## src/rtl/disp_scan_seq_pkg.sv

```systemverilog
// Shared definitions for the display-source sequencer: mode encodings,
// default datapath widths and the blank (all segments off) display word.
package disp_seq_pkg;

  typedef enum logic [1:0] {
    MODE_HOLD = 2'b00,
    MODE_SCAN = 2'b01,
    MODE_STEP = 2'b10,
    MODE_PLAY = 2'b11
  } mode_e;

  localparam int DATA_W = 32;
  localparam int DISP_W = 64;

  // seg7x16 segments are active-low, so all-ones blanks every digit
  localparam logic [DISP_W-1:0] DISP_BLANK = '1;

endpackage

```

## src/rtl/disp_scan_seq_tick_gen.sv

```systemverilog
// Programmable prescaler: emits a one-cycle tick every (max_i + 1) cycles.
// Lowering max_i below the running count lets the counter wrap through
// 2^DIV_W before the next tick; that is intentional and left unguarded.
module tick_gen #(
  parameter int DIV_W = 28
) (
  input  logic             clk,
  input  logic             rst,
  input  logic [DIV_W-1:0] max_i,
  output logic             tick_o
);

  logic [DIV_W-1:0] cnt_q, cnt_d;
  logic             tick_q, tick_d;

  // Terminal-count compare and counter advance
  always_comb begin
    cnt_d  = cnt_q + DIV_W'(1);
    tick_d = 1'b0;
    if (cnt_q == max_i) begin
      cnt_d  = '0;
      tick_d = 1'b1;
    end
  end

  // Counter and registered tick
  always_ff @(posedge clk) begin
    if (rst) begin
      cnt_q  <= '0;
      tick_q <= 1'b0;
    end else begin
      cnt_q  <= cnt_d;
      tick_q <= tick_d;
    end
  end

  assign tick_o = tick_q;

endmodule

```

## src/rtl/disp_scan_seq.sv

```systemverilog
// Display-source sequencer for the seg7x16 driver. Picks one of NCH probe
// channels (HOLD/SCAN/STEP) or replays words from an external synchronous
// pattern ROM (PLAY), producing one registered DISP_W word per update.
module disp_scan_seq #(
  parameter int  NCH    = 4,
  parameter int  DATA_W = disp_seq_pkg::DATA_W,
  parameter int  DISP_W = disp_seq_pkg::DISP_W,
  parameter int  PAT_AW = 6,
  parameter int  DIV_W  = 28,
  localparam int SEL_W  = $clog2(NCH),
  localparam int IDX_W  = (SEL_W > PAT_AW) ? SEL_W : PAT_AW
) (
  input  logic                  clk,
  input  logic                  rst,
  input  logic [1:0]            mode_i,
  input  logic [DIV_W-1:0]      div_max_i,
  input  logic                  pause_i,
  input  logic [SEL_W-1:0]      sel_i,
  input  logic                  step_i,
  input  logic [PAT_AW-1:0]     pat_len_i,
  input  logic [NCH*DATA_W-1:0] probe_i,
  output logic [PAT_AW-1:0]     pat_addr_o,
  input  logic [DISP_W-1:0]     pat_data_i,
  output logic [DISP_W-1:0]     disp_data_o,
  output logic                  disp_gfx_o,
  output logic [IDX_W-1:0]      idx_o,
  output logic                  tick_o,
  output logic                  upd_o
);
  import disp_seq_pkg::*;

  mode_e             mode_q;
  logic              step_q;
  logic              tick;
  logic              mode_chg;
  logic              step_rise;
  logic              adv;
  logic [IDX_W-1:0]  idx_q, idx_d;
  logic [PAT_AW-1:0] pat_addr_q;
  logic              adv_q, adv2_q;
  logic              upd_q, upd_d;
  logic              rom_vld_q;
  logic [DISP_W-1:0] disp_q, disp_d;
  logic              gfx_q, gfx_d;
  logic [DATA_W-1:0] ch;

  // A mode change restarts the prescaler so the new mode begins a full period
  tick_gen #(
    .DIV_W (DIV_W)
  ) u_tick (
    .clk    (clk),
    .rst    (rst | mode_chg),
    .max_i  (div_max_i),
    .tick_o (tick)
  );

  // Index sequencing: mode-change clear has priority over any advance
  always_comb begin
    mode_chg  = (mode_i != mode_q);
    step_rise = step_i & ~step_q;
    adv       = 1'b0;
    idx_d     = idx_q;
    if (mode_chg) begin
      idx_d = '0;
    end else begin
      unique case (mode_e'(mode_i))
        MODE_HOLD: idx_d = IDX_W'(sel_i);
        MODE_SCAN: adv   = tick & ~pause_i;
        MODE_STEP: adv   = step_rise & ~pause_i;
        MODE_PLAY: adv   = tick & ~pause_i;
        default:   adv   = 1'b0;
      endcase
      if (adv) begin
        if (mode_e'(mode_i) == MODE_PLAY)
          idx_d = (idx_q >= IDX_W'(pat_len_i)) ? '0 : idx_q + IDX_W'(1);
        else
          idx_d = (idx_q >= IDX_W'(NCH - 1)) ? '0 : idx_q + IDX_W'(1);
      end
    end
  end

  // Probe channel addressed by the current index (zero when out of range)
  always_comb begin
    ch = '0;
    for (int k = 0; k < NCH; k++) begin
      if (idx_q == IDX_W'(k)) ch = probe_i[k*DATA_W +: DATA_W];
    end
  end

  // Display word: probes refresh every cycle; PLAY waits for a valid ROM read
  always_comb begin
    disp_d = disp_q;
    gfx_d  = gfx_q;
    upd_d  = (mode_q == MODE_PLAY) ? adv2_q : adv_q;
    if (mode_q == MODE_PLAY) begin
      if (rom_vld_q) begin
        disp_d = pat_data_i;
        gfx_d  = 1'b1;
      end
    end else begin
      gfx_d  = 1'b0;
      disp_d = (idx_q >= IDX_W'(NCH)) ? DISP_W'(DISP_BLANK) : DISP_W'(ch);
    end
  end

  // State, ROM address, update delay line and display registers
  always_ff @(posedge clk) begin
    if (rst) begin
      mode_q     <= MODE_HOLD;
      step_q     <= 1'b0;
      idx_q      <= '0;
      pat_addr_q <= '0;
      adv_q      <= 1'b0;
      adv2_q     <= 1'b0;
      upd_q      <= 1'b0;
      rom_vld_q  <= 1'b0;
      disp_q     <= '0;
      gfx_q      <= 1'b0;
    end else begin
      mode_q     <= mode_e'(mode_i);
      step_q     <= step_i;
      idx_q      <= idx_d;
      pat_addr_q <= idx_d[PAT_AW-1:0];
      adv_q      <= adv;
      adv2_q     <= adv_q;
      upd_q      <= upd_d;
      // ROM data is trusted only if its address was issued while in PLAY
      rom_vld_q  <= (mode_q == MODE_PLAY);
      disp_q     <= disp_d;
      gfx_q      <= gfx_d;
    end
  end

  assign pat_addr_o  = pat_addr_q;
  assign disp_data_o = disp_q;
  assign disp_gfx_o  = gfx_q;
  assign idx_o       = idx_q;
  assign tick_o      = tick;
  assign upd_o       = upd_q;

endmodule

```

## config.mk

```make
export PLATFORM = sky130hd
export DESIGN_NAME = disp_scan_seq
export DESIGN_NICKNAME = d
export VERILOG_FILES = /design/src/rtl/disp_scan_seq_pkg.sv /design/src/rtl/disp_scan_seq_tick_gen.sv /design/src/rtl/disp_scan_seq.sv
export SDC_FILE = /design/constraint.sdc
export NUM_CORES = 1
export LEC_CHECK = 0
export CAP_MARGIN = 20
export CELL_PAD_IN_SITES_DETAIL_PLACEMENT = 1
export CELL_PAD_IN_SITES_GLOBAL_PLACEMENT = 2
export CORE_MARGIN = 5
export CORE_UTILIZATION = 25
export CTS_CLUSTER_DIAMETER = 40
export CTS_CLUSTER_SIZE = 12
export DETAILED_ROUTE_END_ITERATION = 10
export GPL_ROUTABILITY_DRIVEN = 0
export PLACE_DENSITY = 0.88
export SLEW_MARGIN = 20
export SYNTH_ARGS = -nofsm -noshare
export SYNTH_HDL_FRONTEND = slang
export SYNTH_HIERARCHICAL = 1
export SYNTH_SLANG_ARGS = --single-unit
```

## constraint.sdc

```tcl
create_clock -name clk -period 4.65 [get_ports clk]
set_input_delay 0.93 -clock clk [delete_from_list [all_inputs] [get_ports clk]]
set_output_delay 0.93 -clock clk [all_outputs]
set_load 0.02 [all_outputs]
```

# Yosys cells after proc, flatten, opt, wreduce, memory -nomap -nowiden
# Cells that the tools add are included.
[op_classes]
n_addsub = 2
magnitude_cmp = 3
n_eq_ne = 10
n_mux = 16
n_bitwise = 7
n_reduce_logical = 7
[op_table]
columns = ["operator", "n"]
rows = [
  ["$mux 64", 3],
  ["$mux 32", 4],
  ["$mux 6", 5],
  ["$add 28x1->28 const B", 1],
  ["$eq 28x28->1", 1],
  ["$eq 6x2->1 const B", 2],
  ["$reduce_or 2->1", 4],
  ["$add 6x1->6 const B", 1],
  ["$eq 2x2->1 const B", 3],
  ["$eq 6x1->1 const B", 1],
  ["$ge 6x2->1 const B", 1],
  ["$ge 6x3->1 const B", 1],
  ["$ge 6x6->1", 1],
  ["$logic_not 6->1", 1],
  ["$and 1x1->1", 3],
  ["$mux 1", 3],
  ["$not 1->1", 3],
  ["$eq 2x1->1 const B", 1],
  ["$logic_not 2->1", 1],
  ["$ne 2x2->1", 1],
  ["$ne 2x2->1 const B", 1],
  ["$pmux 1 s2", 1],
  ["$reduce_bool 2->1", 1],
  ["$or 1x1->1", 1],
]
[word_totals]
register_bits = 107
input_bits = 234
word_cells = 56

# Depth between registers and ports, before layout
# Gate-level depths: netlist (run 1).
[depth]
word_depth = 7
ltp_mapped = 8
depth_no_buf = 7

# Hierarchy
# Netlist (run 1), hierarchy kept.
[modules_own_cells]
columns = ["mod", "instances", "cells_per_inst", "area_per_inst_um2", "seq_area_each_um2"]
rows = [
  ["disp_scan_seq", 1, 511, 4625.7, 1561.5],
  ["tick_gen", 1, 191, 1811.7, 580.6],
]

# Least setup slack after synthesis (run 1)
# No wires, ideal clock.
[synth_path]
kind = "input to register"
start = "input port pat_len_i[4]"
end = "register pat_addr_q[0] (netlist: pat_addr_o[0])"
arrival_time_ps = 2409
required_ps = 4547
setup_slack_ps = 2137
stages = 7
path_buffers = 0
cell_sequence = "inv_1 -> ha_1 -> a21o_1 -> a211o_1 -> a41oi_2 -> o21ai_1 -> a2111oi_2"
[synth_between]
elab_chain_cells = 4
[synth_lines]
columns = ["item", "line", "source"]
rows = [
  ["start: declaration", "disp_scan_seq.sv:20", "input logic [PAT_AW-1:0] pat_len_i,"],
  ["$ge 6x6->1", "disp_scan_seq.sv:75", "idx_d = (idx_q >= IDX_W'(pat_len_i)) ? '0 : idx_q + IDX_W'(1);"],
  ["$mux 6", "disp_scan_seq.sv:75", ""],
  ["$mux 6", "disp_scan_seq.sv:74", "if (mode_e'(mode_i) == MODE_PLAY)"],
  ["$mux 6", "disp_scan_seq.sv:73", "if (adv) begin"],
  ["end signal: assignment", "disp_scan_seq.sv:123", "pat_addr_q <= idx_d[PAT_AW-1:0];"],
  ["end: declaration", "disp_scan_seq.sv:39", "logic [PAT_AW-1:0] pat_addr_q;"],
]
# Every way passes these cells.
# A chain may end at the register's enable or synchronous reset.

# Worst setup path after layout (run 1)
# Same ends and word-level chain as after synthesis.

==> results of run 1 <==
[where the power goes]
part | internal [mW] | switching (mW)
clock | 0.465 | 0.371
sequential | 0.949 | 0.0243
combinational | 0.314 | 0.204
[path summary, 6_finish.rpt]
kind	endpoint	slack, ns	cells after the start
worst max-delay path	pat_addr_o[0]	1.83	8
worst min-delay path	upd_o	0.47	1
worst max register to register	disp_data_o[1]	1.91	5
worst min register to register	upd_o	0.47	1
[sequential cells by signal, indices dropped and copies added, names as in the netlist]
| signal | flops |
|---|---|
| step_q | 1 |
| u_tick/tick_o | 1 |
| mode_q | 2 |
| disp_data_o | 64 |
| adv2_q | 1 |
| rom_vld_q | 1 |
| disp_gfx_o | 1 |
| pat_addr_o | 6 |
| u_tick/cnt_q | 28 |
| upd_o | 1 |
| adv_q | 1 |
[layout make-up]
cell class	instances	area (sq um)
fillers	2925	15420
multi-input cells	510	3721
repair buffers	323	3208
flip-flops and latches	107	2146
well taps	330	412.9
clock buffers	13	270.3
clock inverters	3	43.79
inverters	9	33.78
diodes	1	2.502
[kinds of logic (layout without fill, tap and decap cells)]
family | count (synthesis) | in the layout
xor gates and xnor gates | 41 | 41
and+or+nand+nor | 139 | 139
buffers and inverters | 85 | 348
adders and majority gates | 11 | 11
muxes | 33 | 33
other | 0 | 1
AOI/OAI and AO/OA | 286 | 286
DFF | 107 | 107
[metrics by stage]
| stage | setup WS, ns | total power, mW | hold WS, ns |
|---|---|---|---|
| after floorplan | 2.137 | 1.211 | 0.4352 |
| after global placement | 1.455 | 1.511 | 0.4453 |
| after detailed placement | 1.457 | 1.517 | 0.4592 |
| after CTS | 1.840 | 2.363 | 0.4743 |
| after global routing | 1.649 | 2.431 | 0.4821 |
| final | 1.834 | 2.328 | 0.4710 |
[cells in the mapped netlist, types with 6 or more instances]
cell type        n
nand4_1         17
nand3_1         13
nand2_1         50
mux2i_1         33
a221oi_1         8
clkbuf_1        17
a21oi_1         99
buf_6            8
and4_1           6
o21ai_1         31
inv_1            9
dlygate4sd1_1    6
buf_4           14
or3_1           13
xor2_1          12
dfxtp_1        107
a221oi_2        39
a211oi_1        14
o21ai_0         49
and2_1           7
xnor2_1         29
buf_2           17
a22o_1          32
ha_1            11
[routing by layer]
layer  global-route usage, %  vias up  part of all wire (%)
li1                        -     3150                     -
met1                   21.10     3187                    41
met2                   32.51      224                    50
met3                   4.785       21                   7.3
met4                   3.715        0                   1.5
met5                       0        -                     0
==> results by group, run 1 <==
Critical path
  • Crit. End Element: flop
  • CP cell instances: clkdlybuf4s50_1, inv_1, ha_1, a21o_1, a211o_1, a41oi_2, o21ai_1, a2111oi_2
  • R2R Path Start: pat_addr_o[2]
  • WP data required: 4.90 ns
  • Worst setup path start: pat_len_i[4]
  • CP max stage cell: clkdlybuf4s50_1
  • CP max stage delay: 0.46 ns
  • WP data arrival: 3.06 ns
  • Delay-heaviest family, CP: compound AO/OA/AOI/OAI gates
  • Crit Path Class: input pin to flop
  • CP Max Fanout: 7
  • Worst path bufs/invs: 2
  • Setup crit start kind: input pin

Placed design
  • Placed Cells incl. Taps: 1278
  • Hpwl dp: 20680 microns
  • Post-place instance area: 9498 sq um
  • Number of port buffers: 312

STA
  • Setup violations, final: 0
  • Least-Margin Pin Slew: 1.118 ns
  • Relative slew slack: 25.46%
  • Final hold violation count: 0
  • Period minus WS final: 2.816 ns
  • Max-slew violations: 0
  • Fin Setup TNS: 0 ns
  • RSZ-0062 raised after global routing: false
  • Fin Clk Skew: 0.006942 ns
  • Max Freq: 355.1 MHz
  • Period Utilization, post-route: 60.56%

Logic synthesis
  • Yosys warns: 6
  • Post-synthesis net count: 947
  • Mux share of post-synthesis cell area: 5.131%
  • Synth Flop Type: dfxtp_1
  • Ys async rst share: 0%
  • Number of flops mapped to enable cells by yosys: 0
  • Mapped cell area: 6437 sq um
  • Yosys cell types: 58
  • Simple-gate share of the synthesized area: 12.40%
  • Largest family of logic cells by synthesized area: compound AO/OA/AOI/OAI gates
  • Synth top area cells: dfxtp_1 33%, a221oi_2 9.1%, a21oi_1 7.7%
  • Seq/Total Area, Yosys: 33.28%
  • Number of synthesized register bits: 107
  • Largest area contributor in the netlist: dfxtp_1
  • Area share of fa/ha/maj cells after synthesis: 2.138%
  • Synth top area share: 33.28%
  • Xor-xnor portion of the synthesized cell area: 5.578%
  • Syn Area/Cell: 9.170 sq um
  • Synth Instances: 702
  • Compound-Gate Fraction of Synth Area: 32.07%

GRT
  • Initial antenna violation count: 1
  • Remaining Overflow, GRT: 0
  • Vias in the first global route: 6694
  • Largest net degree at the start of global routing: 67
  • First-pass GRT wire length: 40590 microns
  • Global-route usage over all layers: 17.88%

Final layout
  • Most frequent cells in the layout: 311 x clkdlybuf4s50_1, 106 x dfxtp_1, 99 x a21oi_1
  • Final instance area: 9838 sq um
  • Non-Filler Instances: 1296
  • Synth-to-layout area growth: 52.83%
  • Final Util: 38.96%
  • Fraction of layout cells with a size suffix above 1: 8.912%
  • Layout net count: 1205
  • Commonest non-fill, non-tap cell in the layout: clkdlybuf4s50_1

Die
  • Die height: 170.5 microns
  • Initial Utilization: 25.49%
  • Die width: 170.5 microns
  • Cell row count: 58
  • Die footprint: 29060 sq um
  • Io pins: 313
  • Core Box Area: 25250 sq um

Clock tree
  • CTS tree: yes
  • Clk sink count: 107
  • Clk slew on worst S/H paths: 0.07 ns
  • H-tree Lvls: 3
  • CTS Buffer Depth: 2
  • CTS Hold Bufs: 0
  • Postcts setup bufs: 0
  • Clk root buf: clkbuf_16
  • PostCTS Resize Cnt: 0
  • Num CTS Buffers: 9
  • Clk_lat worst skew: 0.35 ns

Job
  • Max-capacitance violation count: 0

Route
  • Total wire length: 27760 microns
  • Drt wl/cell: 21.42 microns
  • Vias per cell: 5.079
  • Drt first-iter violations: 270
  • DRC: 0
  • DR pass1 iterations: 4
  • Antenna Nets Post-Route: 0
  • Vias post-DR: 6582

Run status
  • Outcome: completed

Pwr
  • VDD IR-drop max: 0.0001451 V
  • Pwr per Cell Area: 236.6 nW/um^2
  • Leak: 3.311 nW

Worst hold path
  • Hold Path Origin: adv2_q
  • Hold Crit Class: flop to flop
No activity file was read; power rests on OpenSTA's default activity.
==> run 2: changes to the inputs <==
Settings changed: CORE_UTILIZATION 25 to 23, PLACE_DENSITY 0.88 to 0.82.
Clock period 4.65 ns to 2.9 ns, I/O delays scaled along.
==> run 2 against run 1 <==
Utilization fell by 2.8 points. Clock skew rose by 0.0049 ns. Setup slack got worse by 1.4 ns. Sequential share of layout area fell by 0.39 points. Wire length rose by 3.7%. Final cell count rose by 4.6%. Sequential cell count did not move. Global-route usage fell by 0.46 points. Largest power group unchanged. Highest routed layer is now met5.
==> results by group, run 2 (synthesis results as in run 1) <==
Run status
  • Outcome: completed (unchanged)

Clock tree
  • H-tree Lvls: 3 (unchanged)
  • Clk sink count: 107 (unchanged)
  • CTS Buffer Depth: 2 (unchanged)
  • Clk root buf: clkbuf_16 (unchanged)
  • CTS Hold Bufs: 0 (unchanged)
  • Clk_lat worst skew: 0.36 ns (was 0.35 ns)
  • Clk slew on worst S/H paths: 0.07 ns (about the same)
  • Postcts setup bufs: 0 (unchanged)
  • Num CTS Buffers: 9 (unchanged)
  • CTS tree: yes (unchanged)
  • PostCTS Resize Cnt: 0 (unchanged)

GRT
  • Vias in the first global route: 6878 (was 6694)
  • Initial antenna violation count: 4 (was 1)
  • Largest net degree at the start of global routing: 45 (was 67)
  • Global-route usage over all layers: 17.42% (was 17.88%)
  • First-pass GRT wire length: 42700 microns (was 40590 microns)
  • Remaining Overflow, GRT: 0 (unchanged)

Critical path
  • WP data arrival: 2.73 ns (was 3.06 ns)
  • Crit. End Element: flop (unchanged)
  • CP max stage delay: 0.73 ns (was 0.46 ns)
  • Setup crit start kind: flop (was input pin)
  • CP Max Fanout: 24 (was 7)
  • WP data required: 3.19 ns (was 4.90 ns)
  • Crit Path Class: flop to flop (was input pin to flop)
  • CP max stage cell: and2_2 (was clkdlybuf4s50_1)
  • CP cell instances: nor4_4, and2_2, buf_4, a221oi_2, o21ai_1, a22o_1 (was clkdlybuf4s50_1, inv_1, ha_1, a21o_1, a211o_1, a41oi_2, o21ai_1, a2111oi_2)

Die
  • Io pins: 313 (unchanged)
  • Cell row count: 61 (was 58)
  • Die footprint: 31440 sq um (was 29060 sq um)
  • Die height: 177.3 microns (was 170.5 microns)
  • Die width: 177.3 microns (was 170.5 microns)
  • Initial Utilization: 23.24% (was 25.49%)
  • Core Box Area: 27710 sq um (was 25250 sq um)

STA
  • RSZ-0062 raised after global routing: false (unchanged)
  • Relative slew slack: 38.61% (was 25.46%)
  • Fin Setup TNS: 0 ns (unchanged)
  • Final hold violation count: 0 (unchanged)
  • Period Utilization, post-route: 84.15%
  • Fin Clk Skew: 0.01189 ns (was 0.006942 ns)
  • Setup WS post-layout: 0.4597 ns (was 1.834 ns)
  • Period minus WS final: 2.440 ns
  • Max Freq: 409.8 MHz
  • Least-Margin Pin Slew: 0.9209 ns (was 1.118 ns)
  • Setup violations, final: 0 (unchanged)
  • Max-slew violations: 0 (unchanged)

Final layout
  • Layout net count: 1215 (was 1205)
  • FF/Latch Area: 2146 sq um (unchanged)
  • Non-Filler Instances: 1356 (was 1296)
  • Area of the multi-input gates: 3711 sq um (was 3721 sq um)
  • Fraction of layout cells with a size suffix above 1: 9.641% (was 8.912%)
  • Synth-to-layout area growth: 55.59% (was 52.83%)
  • Fillers: 3201 (was 2925)
  • Most frequent cells in the layout: 311 x clkdlybuf4s50_1, 106 x dfxtp_1, 99 x a21oi_1 (unchanged)
  • Commonest non-fill, non-tap cell in the layout: clkdlybuf4s50_1 (unchanged)
  • Max reg flops: 64 (unchanged)

Route
  • DR pass1 iterations: 4 (unchanged)
  • Drt first-iter violations: 268 (was 270)
  • Vias per cell: 4.903 (was 5.079)
  • Total wire length: 28790 microns (was 27760 microns)
  • DRC: 0 (unchanged)
  • Drt wl/cell: 21.23 microns (was 21.42 microns)
  • Vias post-DR: 6648 (was 6582)
  • Antenna Nets Post-Route: 0 (unchanged)

Placed design
  • Placed Cells incl. Taps: 1337 (was 1278)
  • Post-Place Setup Slack: 0.2498 ns (was 1.457 ns)
  • Hpwl dp: 21330 microns (was 20680 microns)
  • Number of port buffers: 312 (unchanged)

Pwr
  • Pwr per Cell Area: 372.7 nW/um^2 (was 236.6 nW/um^2)
  • VDD IR-drop max: 0.0002263 V (was 0.0001451 V)
  • Leak: 3.353 nW (was 3.311 nW)

Job
  • Max-capacitance violation count: 0 (unchanged)

Worst hold path
  • Hold Crit Class: flop to flop (unchanged)
[run 2: cell type report]
cell class                 count  share of cell area [%]
timing repair buffer         333                   33.33
tap                          378                   4.722
antenna                        3                 0.07495
sequential                   107                   21.42
clock buffer                  13                   2.598
clock inverter                 3                  0.4622
multi-input combinational    510                   37.05
inverter                       9                  0.3373
[run 2: per-stage QoR]
step / utilization [%] / hold slack (ns) / total power, mW / instance area, sq um
after floorplan: - / 0.4352 / 1.942 / 6437
after global placement: 35.02 / 0.4411 / 2.440 / 9702
after detailed placement: 35.02 / 0.4516 / 2.449 / 9702
after CTS: 36.12 / 0.4689 / 3.795 / 10010
after global routing: 36.14 / 0.4836 / 3.913 / 10010
final: 36.15 / 0.4638 / 3.733 / 10020
[run 2: path summary, 6_finish.rpt]
| kind | startpoint | endpoint | slack (ns) | cells past startpoint |
|---|---|---|---|---|
| worst max-delay path | pat_addr_o[2] | disp_data_o[31] | 0.46 | 6 |
| worst min-delay path | adv2_q | upd_o | 0.46 | 1 |
| worst max register to register | pat_addr_o[2] | disp_data_o[31] | 0.46 | 6 |
| worst min register to register | adv2_q | upd_o | 0.46 | 1 |
[run 2: where the power goes]
group	internal [mW]	leakage [nW]	switching [mW]	total (mW)
logic	0.513	2.33	0.341	0.854
clock network	0.722	0.146	0.602	1.32
registers	1.52	0.874	0.0324	1.55
total	2.76	3.35	0.975	3.73
[run 2: layer usage]
metal	vias to the layer above	global-route usage, %	part of all wire [%]
met4	2	3.932	1.2
met1	3233	21.22	43
met5	-	0	0.045
met3	24	4.602	7.1
li1	3177	-	-
met2	212	30.78	49
[run 2: critical path: cells and delay by family (launching register included)]
kind,cells,cell delay (ns)
buffers and inverters,1,0.34
flip-flops,1,0.43
AO/OA/AOI/OAI,3,0.39
AND/OR/NAND/NOR,2,1.20
